`src/rtl/param_mode_counter.sv`:
```
// Parametrised event/timer counter: wrap, saturate, one-shot and ping-pong modes with load and limit.
// Latency: one cycle from an enabled step or load to count/tc/done/pp_dir; no backpressure, all outputs registered.
module param_mode_counter #(
    parameter int WIDTH     = 4,
    parameter int RESET_VAL = 0
) (
    input  logic             clk,
    input  logic             reset,
    input  logic             en,
    input  logic             load,
    input  logic [WIDTH-1:0] load_val,
    input  logic             dir,
    input  logic [1:0]       mode,
    input  logic [WIDTH-1:0] limit,
    output logic [WIDTH-1:0] count,
    output logic             tc,
    output logic             done,
    output logic             pp_dir
);

    typedef enum logic [1:0] {
        M_WRAP     = 2'b00,
        M_SAT      = 2'b01,
        M_ONESHOT  = 2'b10,
        M_PINGPONG = 2'b11
    } mode_t;

    localparam logic [WIDTH-1:0] ONE       = WIDTH'(1);
    localparam logic [WIDTH-1:0] RST_COUNT = WIDTH'(RESET_VAL);

    mode_t            cur_mode;
    logic [WIDTH-1:0] count_n;
    logic             tc_n;
    logic             done_n;
    logic             pp_dir_n;
    logic             up;
    logic [WIDTH-1:0] term;
    logic [WIDTH-1:0] step;
    logic [WIDTH-1:0] ld_clamped;
    logic             frozen;

    assign cur_mode = mode_t'(mode);

    always_comb begin
        ld_clamped = (load_val > limit) ? limit : load_val;
        up         = (cur_mode == M_PINGPONG) ? pp_dir : dir;
        term       = up ? limit : '0;
        step       = up ? (count + ONE) : (count - ONE);
        frozen     = done && (cur_mode == M_ONESHOT);

        count_n  = count;
        tc_n     = 1'b0;
        done_n   = done && (cur_mode == M_ONESHOT);
        pp_dir_n = pp_dir;

        if (load) begin
            count_n  = ld_clamped;
            done_n   = 1'b0;
            pp_dir_n = (ld_clamped != limit);
        end else if (en && !frozen) begin
            if (count > limit) begin
                // Limit was lowered below the current count: re-enter the range without a terminal event.
                count_n = up ? '0 : limit;
            end else begin
                case (cur_mode)
                    M_WRAP: begin
                        if (count == term) begin
                            count_n = up ? '0 : limit;
                            tc_n    = 1'b1;
                        end else begin
                            count_n = step;
                        end
                    end
                    M_SAT, M_ONESHOT: begin
                        if (count != term) begin
                            count_n = step;
                            if (step == term) begin
                                tc_n   = 1'b1;
                                done_n = (cur_mode == M_ONESHOT);
                            end
                        end else if (cur_mode == M_ONESHOT) begin
                            // Already parked on the terminal (e.g. limit=0): finish without a pulse.
                            done_n = 1'b1;
                        end
                    end
                    M_PINGPONG: begin
                        if (limit != '0) begin
                            if (pp_dir ? (count == limit) : (count == '0)) begin
                                count_n = pp_dir ? (count - ONE) : (count + ONE);
                            end else begin
                                count_n = step;
                            end
                            if (count_n == limit) begin
                                pp_dir_n = 1'b0;
                            end else if (count_n == '0) begin
                                pp_dir_n = 1'b1;
                                tc_n     = 1'b1;
                            end else begin
                                pp_dir_n = (count_n > count);
                            end
                        end
                    end
                    default: count_n = count;
                endcase
            end
        end
    end

    always_ff @(posedge clk) begin
        if (reset) begin
            count  <= RST_COUNT;
            tc     <= 1'b0;
            done   <= 1'b0;
            pp_dir <= 1'b1;
        end else begin
            count  <= count_n;
            tc     <= tc_n;
            done   <= done_n;
            pp_dir <= pp_dir_n;
        end
    end

endmodule
```
`config.mk`:
```
export PLATFORM = sky130hd
export DESIGN_NAME = param_mode_counter
export DESIGN_NICKNAME = d
export VERILOG_FILES = /design/src/rtl/param_mode_counter.sv
export SDC_FILE = /design/constraint.sdc
export NUM_CORES = 1
export LEC_CHECK = 0
export CAP_MARGIN = 5
export CORE_UTILIZATION = 55
export CTS_CLUSTER_DIAMETER = 200
export DETAILED_ROUTE_END_ITERATION = 6
export GPL_TIMING_DRIVEN = 0
export PLACE_DENSITY = 0.87
export SYNTH_ARGS = -nofsm -noshare
export SYNTH_HDL_FRONTEND = slang
export SYNTH_SLANG_ARGS = --single-unit
export TNS_END_PERCENT = 30
```
`constraint.sdc`:
```
create_clock -name clk -period 4.5 [get_ports clk]
set_clock_uncertainty 0.2 [all_clocks]
set_input_delay 0.675 -clock clk [delete_from_list [all_inputs] [get_ports clk]]
set_output_delay 0.675 -clock clk [all_outputs]
set_load 0.05 [all_outputs]
```
==> run metrics, run 1 <==
largest net degree at the start of global routing 11; unrepaired setup endpoints after global routing no; core box area 2450 sq um; # setup viols final 0; placed cell area 1650 sq um; Die W 52.8 microns; Synth Instances 173; Max VDD drop 0.274 mV; worst flop-to-flop path endpoint pp_dir$_SDFFE_PP1P_; Root Buffer clkbuf_4; Synth Area per Inst 8.21 sq um; antenna violations before repair 0; Finished Cell Area 1670 sq um; mapped cell area 1420 sq um; Worst EP required 4.46 ns; Synth top area share 0.159; Non-Filler Instances 226; first-pass GRT wire length 6.26 mm; Max-Cap Viols 0; most frequent cells in the layout clkdlybuf4s50_1 (19), ha_1 (18), inv_1 (14); post-placement setup slack 0.402 ns; grt met2 use 0.568; WL final 3.95 mm; final critical-path required period 3.91 ns; Num CTS Buffers 3; Post-synth EDFFs 0; CTS max path bufs 2; final worst setup slack 0.593 ns; syn nets 206; met3 GRT Util 0.0841; cts hold-fix bufs 0; Cell Rows 18; DP Cell Count 222; Setup Buffers After CTS 0; Max FO, Critical Path 7; WP data arrival 3.86 ns; critical path class in2reg; P_leak 0.696 nW; Area Overhead vs Synth 17.9%; CTS tree built; CP startpoint kind input pin; Worst Hold End done$_SDFF_PP0_; Antenna diodes 0; GP Congestion 0.922; Syn. warnings 0; Final ANT Viol Nets 0; post-CTS sizing 0; busiest grt layer met2; vias in the first global route 1453; pwr/cell area 309 nW/um^2; Setup TNS 0 ns; Max H-tree Level 1; Final Cycle Share 0.868; total congestion overflow 0; Worst Max-Slew Pin Slew 0.636 ns; CP endpoint kind flop; Most used DFF post-synth dfxtp_1; Clk Latency, worst-skew pair 0.25 ns; Routed wire per std cell 17.5 microns; status finished clean; Async S/R FF share, synth 0; Yosys cell types 52; reg2reg path depth 10; share of cells above drive strength 1 0.102; total power 518 uW; initial core utilization 0.578; flop2flop setup slack 0.98 ns; DR pass1 iterations 4; nets@finish 230; IO buf count 19; Hold Path Cell Cnt 2; Synth Register Bits 7; Die Ht 52.8 microns; DRC Markers 0; min-delay src done$_SDFF_PP0_; GRT Total Usage 0.305; hold slack 0.300 ns; Final Hold Fails 0; M1 GR Usage 0.336; number of vias per cell 6.69; Yosys top cell by area ha_1; DRT iter0 DRCs 66; Slew headroom 0.564; Util after Layout 0.682; io pins 22; top post-synthesis cells by area ha_1 (16%), dfxtp_1 (9.9%), xnor2_1 (8.0%); DR vias 1513; reg-to-reg startpoint count[0]$_SDFFE_PP0P_; Reg clk slew, reported paths 0.05 ns; Seq/Total Area, Yosys 0.0987; most common cell after layout, fill and taps aside clkdlybuf4s50_1; DP HPWL 3.17 mm; total die area 2790 sq um; f_max 256 MHz; hold crit path type reg2reg; clock sinks 7; final max-slew violation count 0
==> critical path, stage by stage <==
cell,delay [ns]
clkdlybuf4s50_1,0.60
inv_1,0.18
ha_1,0.37
and4_1,0.25
a21o_1,0.24
mux2i_1,0.15
xnor2_1,0.45
ha_1,0.35
a41oi_1,0.24
o32ai_1,0.13
o31ai_2,0.22
==> flip-flops by register name, indices dropped and copies added, names as in the netlist <==
name and count:
count 4, pp_dir 1, tc 1, done 1
==> per-layer routing <==
layer  share of wire  wire [microns]
met4           0.019              74
met3           0.089             352
met1            0.38            1500
met5               0               0
met2            0.51            2030
==> cells by family (layout without fill, tap and decap cells) <==
family / count (synthesis) / after routing / share of synthesized area
AND/OR/NAND/NOR: 52 / 52 / 0.222
AO/OA/AOI/OAI: 43 / 43 / 0.241
buffers and inverters: 22 / 45 / 0.0678
adder cells (fa/ha/maj): 18 / 18 / 0.159
XOR/XNOR: 18 / 18 / 0.111
multiplexers: 13 / 13 / 0.101
flip-flops: 7 / 7 / 0.0987
==> area by class of cell <==
type,instances,area [sq um]
inverters,14,52.6
clock buffers,4,26.3
plain buffers,8,43.8
well taps,30,37.5
flip-flops and latches,7,140
repair buffers,19,190
multi-input cells,144,1180
fillers,208,781
==> report_power, final <==
group / internal, mW / switching, mW / leakage (nW)
Sequential: 0.0688 / 0.0152 / 0.0577
Combinational: 0.159 / 0.219 / 0.623
Clock: 0.0338 / 0.0225 / 0.0150
Total: 0.261 / 0.257 / 0.696
==> Yosys cell counts (2+ instances only) <==
cell type   n
o21ai_0     4
a211oi_1    3
o32ai_1     2
a311oi_1    4
nand4_1     2
a211o_1     2
clkbuf_1    4
a221oi_1    2
mux2i_1     8
a21oi_1     5
nor4_1      4
dfxtp_1     7
mux2_4      2
xor2_1      5
a21o_1      2
a22oi_1     4
a22o_1      2
buf_2       2
mux2_2      3
ha_1       18
inv_1      14
a41oi_1     3
nand3_1     4
xnor2_1    13
nor2b_1     3
nand2b_1    2
nor3_1      4
nand2_1     9
nor2_1     13
==> worst max path at each step <==
stage,startpoint,end
after detailed placement,limit[3],pp_dir$_SDFFE_PP1P_
final,limit[3],pp_dir$_SDFFE_PP1P_
after global placement,limit[3],pp_dir$_SDFFE_PP1P_
after global routing,limit[3],pp_dir$_SDFFE_PP1P_
after CTS,limit[3],pp_dir$_SDFFE_PP1P_
after floorplan,count[0]$_SDFFE_PP0P_,pp_dir$_SDFFE_PP1P_
Note: power is estimated with default switching activity, not from simulation.
==> inputs of run 2 (changes only) <==
- CORE_UTILIZATION: 55 -> 59
- PLACE_DENSITY: 0.87 -> 0.92
- clock period: 4.5 -> 4.54 ns (I/O delays scaled with it)
==> run metrics, run 2 (synthesis results as in run 1) <==
core box area 2230 sq um (was 2450 sq um); GRT Total Usage 0.328 (was 0.305); total congestion overflow 0 (unchanged); most common cell after layout, fill and taps aside clkdlybuf4s50_1 (unchanged); DP Cell Count 220 (was 222); Die Ht 51.1 microns (was 52.8 microns); CTS tree built (unchanged); CP endpoint kind flop (unchanged); status finished clean (unchanged); Worst EP required 4.51 ns (was 4.46 ns); f_max 257 MHz; Largest register FFs 4 (unchanged); hold slack 0.327 ns (was 0.300 ns); WL final 4.05 mm (was 3.95 mm); nets@finish 230 (unchanged); total die area 2610 sq um (was 2790 sq um); Max FO, Critical Path 7 (unchanged); Slew headroom 0.469 (was 0.564); CTS max path bufs 2 (unchanged); Num CTS Buffers 3 (unchanged); Root Buffer clkbuf_4 (unchanged); number of vias per cell 6.87 (was 6.69); most frequent cells in the layout clkdlybuf4s50_1 (19), ha_1 (18), inv_1 (14) (unchanged); P_leak 0.698 nW (was 0.696 nW); initial core utilization 0.636 (was 0.578); Final ANT Viol Nets 0 (unchanged); Setup Buffers After CTS 0 (unchanged); GP Congestion 0.908 (was 0.922); io pins 22 (unchanged); critical path class in2reg (unchanged); Top reg by flops count (unchanged); Non-Filler Instances 224 (was 226); Worst Max-Slew Pin Slew 0.774 ns (was 0.636 ns); # setup viols final 0 (unchanged); DRT iter0 DRCs 92 (was 66); post-placement setup slack 0.453 ns (was 0.402 ns); Final Hold Fails 0 (unchanged); DR vias 1538 (was 1513); CP startpoint kind input pin (unchanged); WP data arrival 3.86 ns (about the same); antenna violations before repair 0 (unchanged); DRC Markers 0 (unchanged); Reg clk slew, reported paths 0.05 ns (about the same); Cell Rows 17 (was 18); Max VDD drop 0.272 mV (was 0.274 mV); grt met2 use 0.596 (was 0.568); final critical-path required period 3.90 ns; share of cells above drive strength 1 0.107 (was 0.102); Setup TNS 0 ns (unchanged); M1 GR Usage 0.389 (was 0.336); Max-Cap Viols 0 (unchanged); clock sinks 7 (unchanged); Die W 51.1 microns (was 52.8 microns); final worst setup slack 0.642 ns (was 0.593 ns); post-CTS sizing 0 (unchanged); cts hold-fix bufs 0 (unchanged); final max-slew violation count 0 (unchanged); Max H-tree Level 1 (unchanged); DR pass1 iterations 5 (was 4); total power 515 uW (was 518 uW); vias in the first global route 1439 (was 1453); first-pass GRT wire length 6.41 mm (was 6.26 mm); largest net degree at the start of global routing 11 (unchanged); busiest grt layer met2 (unchanged); Routed wire per std cell 18.1 microns (was 17.5 microns); IO buf count 19 (unchanged); pwr/cell area 308 nW/um^2 (was 309 nW/um^2); unrepaired setup endpoints after global routing no (unchanged); Final Cycle Share 0.859; Antenna diodes 0 (unchanged); Clk Latency, worst-skew pair 0.25 ns (about the same); Area Overhead vs Synth 17.8% (was 17.9%); hold crit path type reg2reg (unchanged); DP HPWL 3.09 mm (was 3.17 mm); met3 GRT Util 0.0655 (was 0.0841)
run 2: path summary, 6_finish.rpt:
check                             start  cells past startpoint                  end  slack [ns]
setup / recovery               limit[3]                     15  pp_dir$_SDFFE_PP1P_        0.64
setup reg to reg  count[0]$_SDFFE_PP0P_                     14  pp_dir$_SDFFE_PP1P_        1.06
hold reg to reg         done$_SDFF_PP0_                      2      done$_SDFF_PP0_        0.33
hold / removal          done$_SDFF_PP0_                      2      done$_SDFF_PP0_        0.33
run 2: where the power goes:
| part | switching [mW] | total [mW] | internal (mW) |
|---|---|---|---|
| sequential | 0.0155 | 0.0837 | 0.0682 |
| combinational | 0.218 | 0.375 | 0.157 |
| clock | 0.0236 | 0.0558 | 0.0322 |
| total | 0.257 | 0.515 | 0.258 |
run 2: cell type report:
| cell class | instances | area, sq um |
|---|---|---|
| tap | 28 | 35.0 |
| clock inverter | 1 | 5.00 |
| inverter | 14 | 52.6 |
| buffer | 8 | 43.8 |
| timing repair buffer | 19 | 190 |
| fill | 169 | 561 |
| sequential | 7 | 140 |
| clock buffer | 3 | 22.5 |
| multi-input combinational | 144 | 1180 |
run 2: metal layers:
layer	up-vias	part of all wire	routed length (microns)
li1	703	-	-
met1	719	0.39	1580
met2	98	0.50	2040
met3	18	0.086	349
met4	0	0.019	76
met5	-	0	0
run 2: stage by stage:
step	instance area, sq um	util
after floorplan	1420	-
after global placement	1650	0.737
after detailed placement	1650	0.737
after CTS	1670	0.749
after global routing	1670	0.749
final	1670	0.749
run 2: worst max-delay path, stage by stage:
cell and delay (ns):
clkdlybuf4s50_1 0.63, inv_1 0.20, ha_1 0.35, nand4_1 0.13
a211oi_1 0.33, xnor2_1 0.21, inv_1 0.14, ha_1 0.31
nor2b_1 0.13, o21ai_0 0.08, nand2b_1 0.07, a21oi_1 0.06
a41oi_1 0.22, o32ai_1 0.12, o31ai_2 0.19
